**config.mk**
```make
export PLATFORM = sky130hd
export DESIGN_NAME = adc_capture_ctrl_flat
export DESIGN_NICKNAME = d
export VERILOG_FILES = /design/src/rtl/adc_capture_pkg.sv /design/src/rtl/adc_capture_ctrl_if.sv /design/src/rtl/adc_trig_detect.sv /design/src/rtl/adc_capture_ctrl.sv /design/src/flat_wrapper.sv
export SDC_FILE = /design/constraint.sdc
export NUM_CORES = 1
export LEC_CHECK = 0
export ABC_AREA = 1
export ABC_CLOCK_PERIOD_IN_PS = 5400
export BUFFER_PORTS_ARGS = -buffer_cell sky130_fd_sc_hd__buf_2
export CAP_MARGIN = 0
export CORE_MARGIN = 5
export CORE_UTILIZATION = 58
export CTS_BUF_LIST = sky130_fd_sc_hd__clkbuf_16
export CTS_CLUSTER_DIAMETER = 80
export DETAILED_ROUTE_END_ITERATION = 10
export PLACE_DENSITY = 0.85
export SETUP_SLACK_MARGIN = 0.4
export SLEW_MARGIN = 0
export SYNTH_ARGS = -nofsm -noshare
export SYNTH_HDL_FRONTEND = slang
export SYNTH_HIERARCHICAL = 1
export SYNTH_SLANG_ARGS = --single-unit
```
**constraint.sdc**
```tcl
create_clock -name clk -period 5.4 [get_ports clk]
set_input_delay 1.35 -clock clk [delete_from_list [all_inputs] [get_ports clk]]
set_output_delay 1.35 -clock clk [all_outputs]
set_load 0.02 [all_outputs]
```
**src/rtl/adc_capture_pkg.sv**
```systemverilog
// Shared encodings for the ADC frame-capture sequencer.
package adc_capture_pkg;

  typedef enum logic [1:0] {
    ST_IDLE    = 2'd0,
    ST_ARMED   = 2'd1,
    ST_CAPTURE = 2'd2,
    ST_DRAIN   = 2'd3
  } cap_state_e;

  localparam logic [1:0] TRIG_IMM   = 2'd0;
  localparam logic [1:0] TRIG_EXT   = 2'd1;
  localparam logic [1:0] TRIG_LEVEL = 2'd2;
  localparam logic [1:0] TRIG_RSVD  = 2'd3;

endpackage

```
**src/rtl/adc_capture_ctrl_if.sv**
```systemverilog
// AXI-Stream link from the capture sequencer to the DMA side.
interface adc_capture_ctrl_if #(
  parameter int DATA_WIDTH = 12
) ();
  logic                  tvalid;
  logic                  tready;
  logic                  tlast;
  logic [DATA_WIDTH-1:0] tdata;

  modport master (output tvalid, output tdata, output tlast, input tready);
  modport slave  (input tvalid, input tdata, input tlast, output tready);
endinterface

```
**src/rtl/adc_trig_detect.sv**
```systemverilog
// Trigger source mux; the level mode fires on an upward crossing of the threshold.
module adc_trig_detect
  import adc_capture_pkg::*;
#(
  parameter int DATA_WIDTH = 12
) (
  input  logic                  clk,
  input  logic                  rst_n,
  input  logic                  arm_i,
  input  logic                  active_i,
  input  logic [1:0]            mode_i,
  input  logic [DATA_WIDTH-1:0] level_i,
  input  logic                  ext_trig_i,
  input  logic                  adc_valid_i,
  input  logic [DATA_WIDTH-1:0] adc_data_i,
  output logic                  trig_hit_o
);

  logic [DATA_WIDTH-1:0] prev_q;
  logic                  seeded_q;

  // The first sample after arming only seeds history so a frame never starts
  // on an unknown prior value.
  always_ff @(posedge clk) begin
    if (!rst_n) begin
      prev_q   <= '0;
      seeded_q <= 1'b0;
    end else if (arm_i) begin
      prev_q   <= '0;
      seeded_q <= 1'b0;
    end else if (active_i && adc_valid_i) begin
      prev_q   <= adc_data_i;
      seeded_q <= 1'b1;
    end
  end

  always_comb begin
    trig_hit_o = 1'b0;
    if (active_i) begin
      case (mode_i)
        TRIG_EXT:   trig_hit_o = ext_trig_i;
        TRIG_LEVEL: trig_hit_o = adc_valid_i && seeded_q &&
                                 (prev_q < level_i) && (adc_data_i >= level_i);
        default:    trig_hit_o = 1'b1;
      endcase
    end
  end

endmodule

```
**src/rtl/adc_capture_ctrl.sv**
```systemverilog
// Frame-capture sequencer: arm, wait for trigger, stream cfg_frame_len decimated samples.
module adc_capture_ctrl
  import adc_capture_pkg::*;
#(
  parameter int DATA_WIDTH = 12,
  parameter int REG_WIDTH  = 32
) (
  input  logic                  clk,
  input  logic                  rst_n,
  input  logic                  cfg_start,
  input  logic                  cfg_abort,
  input  logic [1:0]            cfg_trig_mode,
  input  logic [DATA_WIDTH-1:0] cfg_trig_level,
  input  logic [REG_WIDTH-1:0]  cfg_frame_len,
  input  logic [REG_WIDTH-1:0]  cfg_decimate,
  input  logic                  ext_trig,
  input  logic                  adc_valid,
  input  logic [DATA_WIDTH-1:0] adc_data,
  output logic                  dec_run,
  output logic [REG_WIDTH-1:0]  dec_ratio,
  input  logic                  dec_valid,
  input  logic [DATA_WIDTH-1:0] dec_data,
  adc_capture_ctrl_if.master    m_axis,
  output logic                  sts_busy,
  output logic [1:0]            sts_state,
  output logic [REG_WIDTH-1:0]  sts_count,
  output logic                  sts_overflow,
  output logic                  irq_done
);

  cap_state_e            state_q;
  logic                  dec_run_q;
  logic [REG_WIDTH-1:0]  ratio_q;
  logic [REG_WIDTH-1:0]  len_q;
  logic [1:0]            mode_q;
  logic                  tvalid_q;
  logic                  tlast_q;
  logic [DATA_WIDTH-1:0] tdata_q;
  logic [REG_WIDTH-1:0]  count_q;
  logic                  ovf_q;
  logic                  irq_q;

  logic arm;
  logic trig_hit;
  logic last_beat;
  logic beat_taken;

  assign arm        = (state_q == ST_IDLE) && cfg_start && !cfg_abort;
  assign last_beat  = (count_q == len_q - REG_WIDTH'(1));
  assign beat_taken = tvalid_q && m_axis.tready;

  adc_trig_detect #(.DATA_WIDTH(DATA_WIDTH)) u_trig (
    .clk        (clk),
    .rst_n      (rst_n),
    .arm_i      (arm),
    .active_i   (state_q == ST_ARMED),
    .mode_i     (mode_q),
    .level_i    (cfg_trig_level),
    .ext_trig_i (ext_trig),
    .adc_valid_i(adc_valid),
    .adc_data_i (adc_data),
    .trig_hit_o (trig_hit)
  );

  always_ff @(posedge clk) begin
    if (!rst_n) begin
      state_q   <= ST_IDLE;
      dec_run_q <= 1'b0;
      ratio_q   <= '0;
      len_q     <= REG_WIDTH'(1);
      mode_q    <= TRIG_IMM;
      tvalid_q  <= 1'b0;
      tlast_q   <= 1'b0;
      tdata_q   <= '0;
      count_q   <= '0;
      ovf_q     <= 1'b0;
      irq_q     <= 1'b0;
    end else begin
      irq_q <= 1'b0;
      if (cfg_abort) begin
        // Pending beat is discarded; the DMA side never sees a partial tlast.
        state_q   <= ST_IDLE;
        dec_run_q <= 1'b0;
        tvalid_q  <= 1'b0;
        tlast_q   <= 1'b0;
      end else begin
        if (beat_taken) begin
          tvalid_q <= 1'b0;
          tlast_q  <= 1'b0;
        end
        case (state_q)
          ST_IDLE: begin
            if (cfg_start) begin
              state_q <= ST_ARMED;
              ratio_q <= cfg_decimate;
              len_q   <= (cfg_frame_len == '0) ? REG_WIDTH'(1) : cfg_frame_len;
              mode_q  <= cfg_trig_mode;
              count_q <= '0;
              ovf_q   <= 1'b0;
            end
          end
          ST_ARMED: begin
            if (trig_hit) begin
              state_q   <= ST_CAPTURE;
              dec_run_q <= 1'b1;
            end
          end
          ST_CAPTURE: begin
            if (dec_valid) begin
              if (!tvalid_q || m_axis.tready) begin
                tdata_q  <= dec_data;
                tvalid_q <= 1'b1;
                tlast_q  <= last_beat;
                count_q  <= count_q + REG_WIDTH'(1);
                if (last_beat) begin
                  state_q   <= ST_DRAIN;
                  dec_run_q <= 1'b0;
                end
              end else begin
                ovf_q <= 1'b1;
              end
            end
          end
          ST_DRAIN: begin
            if (beat_taken && tlast_q) begin
              irq_q   <= 1'b1;
              state_q <= ST_IDLE;
            end
          end
          default: state_q <= ST_IDLE;
        endcase
      end
    end
  end

  assign dec_run       = dec_run_q;
  assign dec_ratio     = ratio_q;
  assign m_axis.tvalid = tvalid_q;
  assign m_axis.tdata  = tdata_q;
  assign m_axis.tlast  = tlast_q;
  assign sts_busy      = (state_q != ST_IDLE);
  assign sts_state     = state_q;
  assign sts_count     = count_q;
  assign sts_overflow  = ovf_q;
  assign irq_done      = irq_q;

endmodule

```
**src/flat_wrapper.sv**
```systemverilog
// flat-port wrapper written by rule: the top's interface ports become plain ports
module adc_capture_ctrl_flat import adc_capture_pkg::*;
#(
  parameter int DATA_WIDTH = 12,
  parameter int REG_WIDTH  = 32
)
  (clk, rst_n, cfg_start, cfg_abort, cfg_trig_mode, cfg_trig_level, cfg_frame_len, cfg_decimate, ext_trig, adc_valid, adc_data, dec_run, dec_ratio, dec_valid, dec_data, sts_busy, sts_state, sts_count, sts_overflow, irq_done, m_axis_tvalid, m_axis_tdata, m_axis_tlast, m_axis_tready);
  adc_capture_ctrl_if #(.DATA_WIDTH(DATA_WIDTH)) m_axis_i ();
  input  logic clk;
  input  logic rst_n;
  input  logic cfg_start;
  input  logic cfg_abort;
  input  logic [1:0] cfg_trig_mode;
  input  logic [DATA_WIDTH-1:0] cfg_trig_level;
  input  logic [REG_WIDTH-1:0] cfg_frame_len;
  input  logic [REG_WIDTH-1:0] cfg_decimate;
  input  logic ext_trig;
  input  logic adc_valid;
  input  logic [DATA_WIDTH-1:0] adc_data;
  output logic dec_run;
  output logic [REG_WIDTH-1:0] dec_ratio;
  input  logic dec_valid;
  input  logic [DATA_WIDTH-1:0] dec_data;
  output logic sts_busy;
  output logic [1:0] sts_state;
  output logic [REG_WIDTH-1:0] sts_count;
  output logic sts_overflow;
  output logic irq_done;
  output wire logic [$bits(m_axis_i.tvalid)-1:0] m_axis_tvalid;
  output wire logic [$bits(m_axis_i.tdata)-1:0] m_axis_tdata;
  output wire logic [$bits(m_axis_i.tlast)-1:0] m_axis_tlast;
  input wire logic [$bits(m_axis_i.tready)-1:0] m_axis_tready;
  assign m_axis_tvalid = m_axis_i.tvalid;
  assign m_axis_tdata = m_axis_i.tdata;
  assign m_axis_tlast = m_axis_i.tlast;
  assign m_axis_i.tready = m_axis_tready;
  adc_capture_ctrl #(.DATA_WIDTH(DATA_WIDTH), .REG_WIDTH(REG_WIDTH)) u_core (.clk(clk), .rst_n(rst_n), .cfg_start(cfg_start), .cfg_abort(cfg_abort), .cfg_trig_mode(cfg_trig_mode), .cfg_trig_level(cfg_trig_level), .cfg_frame_len(cfg_frame_len), .cfg_decimate(cfg_decimate), .ext_trig(ext_trig), .adc_valid(adc_valid), .adc_data(adc_data), .dec_run(dec_run), .dec_ratio(dec_ratio), .dec_valid(dec_valid), .dec_data(dec_data), .m_axis(m_axis_i), .sts_busy(sts_busy), .sts_state(sts_state), .sts_count(sts_count), .sts_overflow(sts_overflow), .irq_done(irq_done));
endmodule
```
---- Word-level counts from Yosys, hierarchy flattened ----
Cells that the tools add are included.
operators by class
  $add $sub $neg .......................... 2
  multiply operators ...................... 0
  div/mod/pow operators ................... 0
  order comparisons ....................... 2
  eq/ne operators ......................... 13
  shift-type cells ........................ 0
  mux-type cells .......................... 32
  bitwise gates (word level) .............. 3
  reduce and logical (&&, ||, !) cells .... 25
operators by type and width
  cell                   number
  $mux 32                4
  $pmux 32 s2            1
  $add 32x1->32 const B  1
  $eq 32x32->1           1
  $logic_not 32->1       1
  $sub 32x1->32 const B  1
  $mux 1                 17
  $reduce_and 5->1       3
  $ge 12x12->1           1
  $lt 12x12->1           1
  $mux 2                 6
  $logic_and 1x1->1      8
  $ne 2x1->1 const B     4
  $pmux 2 s4             1
  $eq 2x2->1 const B     3
  $ne 2x2->1 const B     3
  $pmux 1 s2             3
  $reduce_and 6->1       1
  $reduce_bool 2->1      3
  $eq 2x1->1 const B     2
  $reduce_and 4->1       1
  $reduce_or 2->1        2
  $not 1->1              3
  $reduce_and 3->1       1
  4 further kinds        5
word-level totals
  flip-flop bits (word level) ............. 130
  latch bits .............................. 0
  memory bits (writable) .................. 0
  memory bits (read-only) ................. 0
  bits of input ports ..................... 110
  output and inout port bits .............. 84
  logic and storage cells ................. 90
  memories ................................ 0

---- Depth between registers and ports, before layout ----
Gate-level depths: netlist of run 1.
  depth after elaboration ................. 7
  gate-level depth with buffers ........... 18
  mapped depth without buffers ............ 18

---- By module ----
The synthesis of run 1 kept the hierarchy.
by module, submodules not included
  module            times used  cells each  area each (µm²)  seq. area each (µm²)
  adc_capture_ctrl  1           958         6496.2           2342.2
  adc_trig_detect   1           165         1146.1           260.2

---- Worst setup path before layout of run 1 ----
No wires, ideal clock.
  path type ............................... input to register
  start ................................... input cfg_abort
  end ..................................... register u_core.u_trig.prev_q[10]
  setup time .............................. 0.132 ns
  data arrival time ....................... 2.690 ns
  data required time ...................... 5.268 ns
  path slack .............................. 2.578 ns
  stages on the path ...................... 7
  buffers on the path ..................... 3
  cells stage by stage .................... nor3_1 > clkbuf_1 > buf_1 > inv_1 > nand2_1 > clkbuf_1 > a21oi_1
between the ends
  cells in the longest elaborated chain, start to end .. 3
ends and longest elaborated chain
  element                    RTL line                text
  start, declared            flat_wrapper.sv:12      input logic cfg_abort;
  $logic_not 1->1            adc_capture_ctrl.sv:48  assign arm = (state_q == ST_IDLE) && cfg_start && !cfg_abort;
  $logic_and 1x1->1          adc_capture_ctrl.sv:48
  named net u_core.arm       adc_capture_ctrl.sv:43  logic arm;
  $reduce_or 2->1 (no line)  n/a
  end signal, assigned       adc_trig_detect.sv:32   prev_q <= adc_data_i;
  end, declared              adc_trig_detect.sv:19   logic [DATA_WIDTH-1:0] prev_q;
The timed path passes the listed nets, and every way through them passes these cells.
A chain may end at the register's enable or synchronous reset.

---- Worst setup path in the final report of run 1 ----
  start ................................... input cfg_abort
  end ..................................... register u_core.count_q[15] (netlist: u_core/sts_count[15])
between the ends
  cells in the longest elaborated chain, start to end .. 2
ends and longest elaborated chain
  element                     RTL line                 text
  $not 1->1 (no line)         n/a
  $reduce_and 5->1 (no line)  n/a
  end signal, assigned        adc_capture_ctrl.sv:114  count_q <= count_q + REG_WIDTH'(1);
  end, declared               adc_capture_ctrl.sv:39   logic [REG_WIDTH-1:0] count_q;
No other way between the ends.

==> impl_metrics.csv, run 1 <==
group,metric,value,unit
route,ant_nets,0,
layout,mostFrequentLayoutCell,"nand2_1",
global_routing,grtUsageTotal,0.267,
clock_tree,post_cts_buffers,0,
global_routing,grt_max_degree,94,
pwr,p_leak,4.61,nW
critical_path,r2r_slack,2.66,ns
synth,synthesis.instances,1123,
timing,slew_viol_final,0,
timing,setup_tns,0,ns
clock_tree,cts-resized-gates,0,
die,start_util,0.584,
global_routing,grt-ovfl-total,0,
flow_run,cap_violations,0,
timing,min_period_over_period,0.581,
critical_path,cp-endpoint,"u_core/sts_count[15]",
route,wl_met3,1690,um
clock_tree,insertion_delay,0.41,ns
placement,numPortBuffers,193,
synth,yosysWarnings,6,
layout,final_cell_mix,"nand2_1 (218), buf_2 (193), nor2_1 (163)",
placement,dpl-instance-area,8730,um^2
timing,rsz0062_at_grt,"false",
route,wl,21000,um
die,core_area,13100,um^2
critical_path,ff2ff_path_depth,14,
run_status,status,"finished clean",
layout,drive_gt1_frac,0.230,
pwr,pwr_density_cell,288,nW/um^2
die,die_h,125,um
die,die_width,125,um
route,dr.pass1.iters,6,
clock_tree,cts_buffers,17,
placement,dp_hpwl,15700,um
route,met2RoutedLength,10000,um
layout,finalInstanceArea,9280,um^2
layout,syn2layout_area_growth,21.4,%
synth,ys_seq_area_frac,0.341,
synth,synth_edf_count,0,
timing,setup_viol,0,
clock_tree,cts_hold_buf,0,
timing,finalHoldViolations,0,
route,wl_per_cell,14.1,um
placement,gp_congestion,0.933,
global_routing,grt_pass1_vias,7416,
route,avgViaCountPerCell,5.28,
synth,syn_area_per_cell,6.81,um^2
critical_path,r2r-end,"u_core/sts_count[15]",
critical_path,critical_path_required,5.70,ns
clock_tree,cts_tree,"done",
die,io_pins,194,
synth,syn-num-nets,1265,
route,drt-met1-wl,8780,um
clock_tree,clockBufferDepth,2,
critical_path,crit_start,"cfg_abort",
die,num_rows,42,
critical_path,r2r_start,"u_core/sts_state[0]",
synth,yosysUniqueCellTypes,47,
timing,worst_slew_pin_slew,0.773,ns
layout,n_fill_cell,1112,
clock_tree,cts_sinks,130,
route,top_layer,"met5",
timing,slew_headroom,0.484,
route,drtIter0Drc,740,
critical_path,arrival,3.43,ns
global_routing,antenna_found_initial,3,
pwr,ir_drop,0.209,mV
critical_path,path_max_fanout,14,
route,post-route-drc-count,0,
synth,synthFlopType,"dfxtp_1",
global_routing,grt_pass1_wl,34700,um
min_path,hp-class,"reg2reg",
layout,nNetsFinal,1449,
timing,timing.fmax,0.319,GHz
clock_tree,clk_pin_slew,0.06,ns
critical_path,critPathLaunchType,"primary input",
route,via_count,7902,
die,die_area,15600,um^2
critical_path,crit_type,"in2reg",
synth,synth-seq-cells,130,
synth,syn_area,7640,um^2
synth,async_reset_ff_frac,0,
critical_path,worstSetupEndpointType,"register",
clock_tree,root_buffer,"clkbuf_16",
timing,skew,0.00893,ns
timing,fin_crit,3.13,ns
clock_tree,cts.htree.levels,4,
[metal layers]
metal	GRT usage	up-vias
met4	0.0890	4
met3	0.0738	52
met5	0	-
met2	0.448	314
li1	-	4010
met1	0.329	3522
[report_power, final]
group	internal [mW]	switching, mW	leakage, nW
registers	1.01	0.0485	1.06
logic	0.193	0.358	3.28
clock network	0.627	0.432	0.272
[through the flow]
step	setup slack, ns	hold slack, ns	total power, mW	utilization	instances
floorplan	2.58	0.439	1.46	-	1123
finish	2.27	0.456	2.67	0.709	1497
CTS	2.34	0.458	2.68	0.709	1496
detailed placement	1.90	0.450	1.62	0.667	1464
global placement	2.00	0.449	1.61	0.667	1464
global route	2.13	0.471	2.81	0.709	1497
[cells in the mapped netlist, types with 9 or more instances]
cell,instances,area share
nand2_1,218,0.11
ha_1,32,0.052
xnor2_1,10,0.011
clkbuf_1,25,0.012
xor2_1,19,0.022
nand4_1,28,0.023
nand3_1,42,0.028
o21ai_0,79,0.052
nand3b_1,9,0.0088
a21oi_1,90,0.059
nor2_4,14,0.021
inv_1,133,0.065
nand2_2,17,0.014
inv_2,12,0.0059
nor2_1,163,0.080
nor3_1,19,0.012
dfxtp_1,130,0.34
nor2_2,10,0.0082
[worst max-delay path, cell delays in order]
cell and delay [ns]:
buf_2 0.12, inv_1 0.31, o21ai_2 0.19, nor2_1 0.20, nand2_2 0.15, nor2_4 0.16, nand2_2 0.09, nor2_2 0.14
nand2_1 0.09, nor2_2 0.10, nand3_1 0.08, clkinv_1 0.11, a21oi_1 0.08, a211oi_1 0.25
[cell families (layout without fill, tap and decap cells)]
group                      after synthesis  in the layout  share of synthesized area
AOI/OAI and AO/OA                      200            200                      0.141
xor gates and xnor gates                29             29                     0.0332
adders and majority gates               32             32                     0.0524
buffers and inverters                  182            379                     0.0914
DFF                                    130            130                      0.341
other                                    0              1                          0
and+or+nand+nor                        550            550                      0.341
[worst min path at each step]
stage                       startpoint                 endpoint  cells past startpoint
2_1_floorplan  u_core/u_trig/prev_q[0]  u_core/u_trig/prev_q[0]                      2
4_1_cts         u_core/u_trig/seeded_q   u_core/u_trig/seeded_q                      2
5_1_grt         u_core/u_trig/seeded_q   u_core/u_trig/seeded_q                      2
6_report        u_core/u_trig/seeded_q   u_core/u_trig/seeded_q                      2
3_5_place_dp    u_core/u_trig/seeded_q   u_core/u_trig/seeded_q                      2
3_3_place_gp    u_core/u_trig/seeded_q   u_core/u_trig/seeded_q                      2
[layout make-up]
cell class	instances	area [um^2]	area share
inverter	149	561	0.0604
tap	176	220	0.0237
clock inverter	15	119	0.0128
antenna	1	2.50	0.000270
multi-input combinational	811	4350	0.468
timing repair buffer	198	1000	0.108
clock buffer	17	425	0.0458
sequential	130	2600	0.280
[flip-flops by register name, indices dropped and copies added, names as in the netlist]
name	cells
u_core/dec_run	1
u_core/sts_count	32
u_core/u_trig/prev_q	12
u_core/dec_ratio	32
u_core/len_q	32
u_core/irq_done	1
u_core/m_axis.tvalid	1
u_core/m_axis.tdata	12
u_core/sts_overflow	1
u_core/u_trig/seeded_q	1
u_core/m_axis.tlast	1
u_core/sts_state	2
u_core/mode_q	2
(Power assumes the default switching activity.)
==> inputs of run 2 (changes only) <==
--- a/config.mk
+++ b/config.mk
@@ -6,15 +6,15 @@
 export NUM_CORES = 1
 export LEC_CHECK = 0
 export ABC_AREA = 1
-export ABC_CLOCK_PERIOD_IN_PS = 5400
+export ABC_CLOCK_PERIOD_IN_PS = 3300
 export BUFFER_PORTS_ARGS = -buffer_cell sky130_fd_sc_hd__buf_2
 export CAP_MARGIN = 0
 export CORE_MARGIN = 5
-export CORE_UTILIZATION = 58
+export CORE_UTILIZATION = 54
 export CTS_BUF_LIST = sky130_fd_sc_hd__clkbuf_16
 export CTS_CLUSTER_DIAMETER = 80
 export DETAILED_ROUTE_END_ITERATION = 10
-export PLACE_DENSITY = 0.85
+export PLACE_DENSITY = 0.8
 export SETUP_SLACK_MARGIN = 0.4
 export SLEW_MARGIN = 0
 export SYNTH_ARGS = -nofsm -noshare
==> constraint.sdc (replaced) <==
create_clock -name clk -period 3.3 [get_ports clk]
set_input_delay 0.825 -clock clk [delete_from_list [all_inputs] [get_ports clk]]
set_output_delay 0.825 -clock clk [all_outputs]
set_load 0.02 [all_outputs]
==> impl_metrics.csv, run 2 (synthesis gave the netlist of run 1 again) <==
group,metric,value,unit
run_status,status,"finished clean",
layout,syn2layout_area_growth,22.0,%
route,wl_per_cell,14.1,um
global_routing,grtUsageTotal,0.255,
clock_tree,clk_pin_slew,0.06,ns
critical_path,crit_type,"reg2reg",
critical_path,path_max_fanout,10,
critical_path,worstSetupEndpointType,"register",
layout,drive_gt1_frac,0.232,
timing,setup_viol,0,
layout,final_cell_mix,"nand2_1 (218), buf_2 (193), nor2_1 (163)",
placement,numPortBuffers,193,
route,wl,21200,um
timing,rsz0062_at_grt,"false",
route,drtIter0Drc,549,
pwr,power_frac_seq,0.393,
pwr,p_int,3.02,mW
layout,mostFrequentLayoutCell,"nand2_1",
clock_tree,cts_sinks,130,
pwr,p_leak,4.63,nW
clock_tree,post_cts_buffers,0,
die,die_width,129,um
placement,dpl-instance-area,8760,um^2
pwr,p_switching,1.40,mW
global_routing,grt_pass1_vias,7392,
timing,skew,0.00697,ns
route,top_layer,"met4",
route,ant_nets,0,
global_routing,antenna_found_initial,2,
timing,slew_headroom,0.557,
timing,finalHoldViolations,0,
pwr,swShare,0.317,
timing,min_period_over_period,0.785,
timing,setup_tns,0,ns
pwr,combPwrFrac,0.205,
flow_run,cap_violations,0,
die,io_pins,194,
global_routing,grt_pass1_wl,34500,um
route,met2RoutedLength,10100,um
clock_tree,insertion_delay,0.42,ns
clock_tree,cts.htree.levels,4,
critical_path,critPathLaunchType,"register",
critical_path,r2r_start,"u_core/sts_state[0]",
clock_tree,cts_hold_buf,0,
clock_tree,root_buffer,"clkbuf_16",
timing,timing.fmax,0.386,GHz
clock_tree,cts-resized-gates,0,
layout,nNetsFinal,1450,
pwr,finalPower,4.42,mW
placement,gp_congestion,0.905,
min_path,hp-class,"reg2reg",
route,avgViaCountPerCell,5.21,
route,drt-met1-wl,9160,um
die,start_util,0.551,
layout,finalInstanceArea,9320,um^2
layout,n_fill_cell,1285,
critical_path,arrival,2.91,ns
timing,fin_crit,2.59,ns
global_routing,grt-ovfl-total,0,
die,num_rows,43,
die,core_area,13900,um^2
timing,whs,0.457,ns
die,die_area,16600,um^2
clock_tree,clockBufferDepth,2,
pwr,clockPowerShare,0.402,
clock_tree,cts_buffers,17,
timing,worst_slew_pin_slew,0.659,ns
route,wl_met3,1590,um
timing,slew_viol_final,0,
pwr,ir_drop,0.393,mV
route,dr.pass1.iters,5,
clock_tree,cts_tree,"done",
die,die_h,129,um
min_path,hp-start,"u_core/sts_overflow",
global_routing,grt_max_degree,94,
route,post-route-drc-count,0,
critical_path,critical_path_required,3.62,ns
critical_path,crit_start,"u_core/sts_state[0]",
route,via_count,7824,
placement,dp_hpwl,16200,um
pwr,pwr_density_cell,474,nW/um^2
run 2: cell count changes in the layout (fill, tap and decap cells not counted):
cell / previous run / this run
clkinv_1: 6 / 3
clkinv_4: 4 / 2
clkinvlp_4: 1 / 3
inv_6: 2 / 4
buf_12: 0 / 1
diode_2: 1 / 2
inv_8: 0 / 1
run 2: power by group through the flow:
| stage | clock [mW] | sequential, mW | combinational [mW] |
|---|---|---|---|
| after floorplan | 0 | 1.80 | 0.592 |
| after detailed placement | 0 | 1.77 | 0.892 |
| after global placement | 0 | 1.76 | 0.875 |
| after global routing | 1.90 | 1.74 | 1.02 |
| after CTS | 1.82 | 1.73 | 0.899 |
| final | 1.77 | 1.74 | 0.906 |
run 2: worst max-delay path, cell delays in order (launching register included):
cell and delay, ns:
dfxtp_1 0.34, inv_1 0.13, ha_1 0.47, o21ai_2 0.19, nor2_1 0.19, nand2_2 0.15, nor2_4 0.14, nand2_2 0.08
nor2_2 0.12, nand2_1 0.08, nor2_2 0.10, nand3_1 0.08, clkinv_1 0.13, a21oi_1 0.09, a211oi_1 0.19
run 2: layout make-up:
type / instances / area (um^2) / share of cell area
antenna: 2 / 5.00 / 0.000537
clock buffer: 17 / 425 / 0.0456
clock inverter: 15 / 134 / 0.0144
inverter: 149 / 561 / 0.0601
multi-input combinational: 811 / 4350 / 0.466
sequential: 130 / 2600 / 0.279
tap: 180 / 225 / 0.0242
timing repair buffer: 199 / 1020 / 0.110
run 2: metrics by stage:
| step | cells | worst slack [ns] | util |
|---|---|---|---|
| after global placement | 1469 | 0.780 | 0.631 |
| after CTS | 1501 | 0.762 | 0.671 |
| final | 1503 | 0.708 | 0.672 |
| after global routing | 1503 | 0.436 | 0.672 |
| after detailed placement | 1469 | 0.676 | 0.631 |
| after floorplan | 1123 | 0.969 | - |
run 2: worst paths after layout:
| path | endpoint | slack, ns | cells past startpoint |
|---|---|---|---|
| worst min-delay path | u_core/sts_overflow | 0.46 | 1 |
| worst max-delay path | u_core/sts_count[15] | 0.71 | 14 |
| worst max register to register | u_core/sts_count[15] | 0.71 | 14 |
| worst min register to register | u_core/sts_overflow | 0.46 | 1 |
run 2: metal layers:
layer	track usage	vias to the layer above
li1	-	4011
met1	0.323	3507
met2	0.429	271
met3	0.0672	35
met4	0.0723	0
met5	0	-
==> inputs of run 3 (changes only) <==
--- a/config.mk
+++ b/config.mk
@@ -5,12 +5,12 @@
 export SDC_FILE = /design/constraint.sdc
 export NUM_CORES = 1
 export LEC_CHECK = 0
-export ABC_AREA = 1
-export ABC_CLOCK_PERIOD_IN_PS = 3300
+export ABC_AREA = 0
+export ABC_CLOCK_PERIOD_IN_PS = 2500
 export BUFFER_PORTS_ARGS = -buffer_cell sky130_fd_sc_hd__buf_2
 export CAP_MARGIN = 0
 export CORE_MARGIN = 5
-export CORE_UTILIZATION = 54
+export CORE_UTILIZATION = 53
 export CTS_BUF_LIST = sky130_fd_sc_hd__clkbuf_16
 export CTS_CLUSTER_DIAMETER = 80
 export DETAILED_ROUTE_END_ITERATION = 10
==> constraint.sdc (replaced) <==
create_clock -name clk -period 2.5 [get_ports clk]
set_input_delay 0.625 -clock clk [delete_from_list [all_inputs] [get_ports clk]]
set_output_delay 0.625 -clock clk [all_outputs]
set_load 0.02 [all_outputs]
==> impl_metrics.csv, run 3 <==
group,metric,value,unit
timing,finalHoldViolations,0,
synth,synth.most_common_cell,"nand2_1",
timing,worst_slew_pin_slew,0.672,ns
route,ant_nets,0,
synth,synth-seq-cells,130,
synth,syn-num-nets,1007,
route,post-route-drc-count,0,
timing,slew_viol_final,0,
clock_tree,clk_pin_slew,0.06,ns
layout,stdcell_count,1347,
placement,post-place-ws,-0.534,ns
route,drt-met1-wl,8720,um
layout,syn2layout_area_growth,41.7,%
critical_path,critical_path_required,2.83,ns
die,start_util,0.534,
synth,synth_area_leaders,"dfxtp_1 (37%), nand2_1 (12%), a21boi_0 (8.5%)",
route,avgViaCountPerCell,5.46,
pwr,p_switching,1.52,mW
placement,numPortBuffers,193,
pwr,combPwrFrac,0.175,
synth,synth_edf_count,0,
timing,timing.fmax,0.359,GHz
clock_tree,cts_buffers,17,
clock_tree,cts_sinks,130,
pwr,pwr_density_cell,573,nW/um^2
synth,syn_area_per_cell,8.08,um^2
layout,drive_gt1_frac,0.354,
pwr,clockPowerShare,0.441,
pwr,finalPower,5.67,mW
layout,final_cell_mix,"nand2_1 (209), buf_2 (193), dfxtp_1 (124)",
route,via_count,7358,
run_status,status,"finished, violations left",
layout,final_util,0.757,
global_routing,grt_pass1_vias,6924,
timing,min_period_over_period,1.11,
synth,yosysWarnings,6,
clock_tree,insertion_delay,0.42,ns
min_path,hp-class,"in2reg",
global_routing,grt_pass1_wl,33100,um
synth,synth_top_area_frac,0.372,
synth,yosys.area.top_type,"dfxtp_1",
pwr,p_leak,4.42,nW
route,drtIter0Drc,573,
critical_path,worstSetupEndpointType,"register",
route,top_layer,"met4",
placement,dp_hpwl,14800,um
timing,setup_tns,-1.41,ns
placement,gp_congestion,0.907,
layout,n_antenna_cell,0,
critical_path,arrival,3.12,ns
synth,synthesis.instances,865,
clock_tree,cts_tree,"done",
global_routing,antenna_found_initial,0,
flow_run,cap_violations,0,
timing,fin_crit,2.78,ns
critical_path,critPathLaunchType,"register",
layout,nNetsFinal,1300,
synth,yosys-top-cells-count,"nand2_1 (216), dfxtp_1 (130), a21boi_0 (79), nor2_1 (59), xor2_1 (39)",
clock_tree,cts.htree.levels,4,
clock_tree,cts_hold_buf,0,
die,core_area,13100,um^2
die,num_rows,42,
die,die_area,15600,um^2
route,wl_met3,1820,um
die,die_h,125,um
synth,synthFlopType,"dfxtp_1",
route,wl_per_cell,16.1,um
layout,mostFrequentLayoutCell,"nand2_1",
critical_path,path_max_fanout,2,
pwr,ir_drop,0.446,mV
global_routing,grt_max_degree,66,
pwr,power_frac_seq,0.384,
pwr,swShare,0.268,
synth,yosysUniqueCellTypes,65,
synth,async_reset_ff_frac,0,
timing,worst_slack,-0.283,ns
pwr,p_int,4.15,mW
route,met2RoutedLength,10500,um
timing,slew_headroom,0.552,
die,die_width,125,um
route,wl,21700,um
route,dr.pass1.iters,7,
timing,setup_viol,11,
critical_path,crit_type,"reg2reg",
clock_tree,clockBufferDepth,2,
clock_tree,root_buffer,"clkbuf_16",
global_routing,grt-ovfl-total,0,
timing,rsz0062_at_grt,"true",
synth,ys_seq_area_frac,0.372,
synth,syn_area,6990,um^2
die,io_pins,194,
timing,skew,0.0101,ns
global_routing,grtUsageTotal,0.256,
run_status,violations,"negative setup slack",
placement,dp.cells,1293,
run 3: cell types whose count changed after synthesis, moves of 11 or more:
| cell | delta |
|---|---|
| xor2_1 | +20 |
| inv_2 | -11 |
| o21ai_0 | -67 |
| nand4_1 | -18 |
| xnor2_1 | +15 |
| nor2_4 | -14 |
| a21boi_0 | +78 |
| nand3_1 | -23 |
| nand2_2 | -17 |
| nor2_1 | -104 |
| a21oi_1 | -61 |
| inv_1 | -106 |
run 3: worst max-delay path, cell delays in order (launching register included):
cell and delay [ns]:
dfxtp_2 0.33, nor4_4 0.39, nand4_2 0.18, or4_4 0.52, xnor2_1 0.15, a2111o_1 0.41
nor4b_4 0.27, buf_4 0.16, buf_4 0.10, nand4_1 0.09, o211ai_1 0.10
run 3: metrics by stage:
stage,hold WS [ns],cell area [um^2]
6_report,0.447,9900
5_1_grt,0.434,9900
3_5_place_dp,0.453,8860
3_3_place_gp,0.441,8860
4_1_cts,0.432,9670
2_1_floorplan,0.432,7090
run 3: area by class of cell:
class / instances / area, um^2
Multi-Input combinational cell: 670 / 4410
Fill cell: 896 / 3190
Sequential cell: 130 / 2620
Timing Repair Buffer: 311 / 1940
Clock buffer: 17 / 425
Tap cell: 176 / 220
Clock inverter: 15 / 168
Inverter: 28 / 123
run 3: worst paths after layout:
kind	endpoint	startpoint	slack (ns)	depth (start not counted)
hold / removal	u_core/dec_ratio[5]	cfg_decimate[5]	0.45	3
hold reg to reg	u_core/dec_ratio[21]	u_core/dec_ratio[21]	0.46	2
setup reg to reg	u_core/sts_state[1]	u_core/len_q[14]	-0.28	10
setup / recovery	u_core/sts_state[1]	u_core/len_q[14]	-0.28	10
run 3: cells by family after synthesis:
logic type / after synthesis / share of synthesized area
XOR/XNOR: 64 / 0.0802
adder cells (fa/ha/maj): 32 / 0.0573
flip-flops: 130 / 0.372
AO/OA/AOI/OAI: 160 / 0.161
AND/OR/NAND/NOR: 406 / 0.280
multiplexers: 8 / 0.0120
buffers and inverters: 65 / 0.0372
run 3: routing by layer:
layer / vias to the layer above / track usage
li1: 3551 / -
met1: 3417 / 0.313
met2: 332 / 0.434
met3: 58 / 0.0686
met4: 0 / 0.0950
met5: - / 0
run 3: what timing repair did:
action,in CTS,in global routing
buffers inserted,14,8
gates resized for setup,30,38
endpoints found under the setup margin,33,36
pin swaps,27,35
run 3: power groups by stage:
| stage | clock network [mW] | registers, mW | logic, mW |
|---|---|---|---|
| 6_report | 2.50 | 2.18 | 0.992 |
| 5_1_grt | 2.64 | 2.19 | 1.08 |
| 4_1_cts | 2.53 | 2.18 | 0.942 |
| 3_5_place_dp | 0 | 2.22 | 0.916 |
| 3_3_place_gp | 0 | 2.22 | 0.901 |
| 2_1_floorplan | 0 | 2.26 | 0.475 |
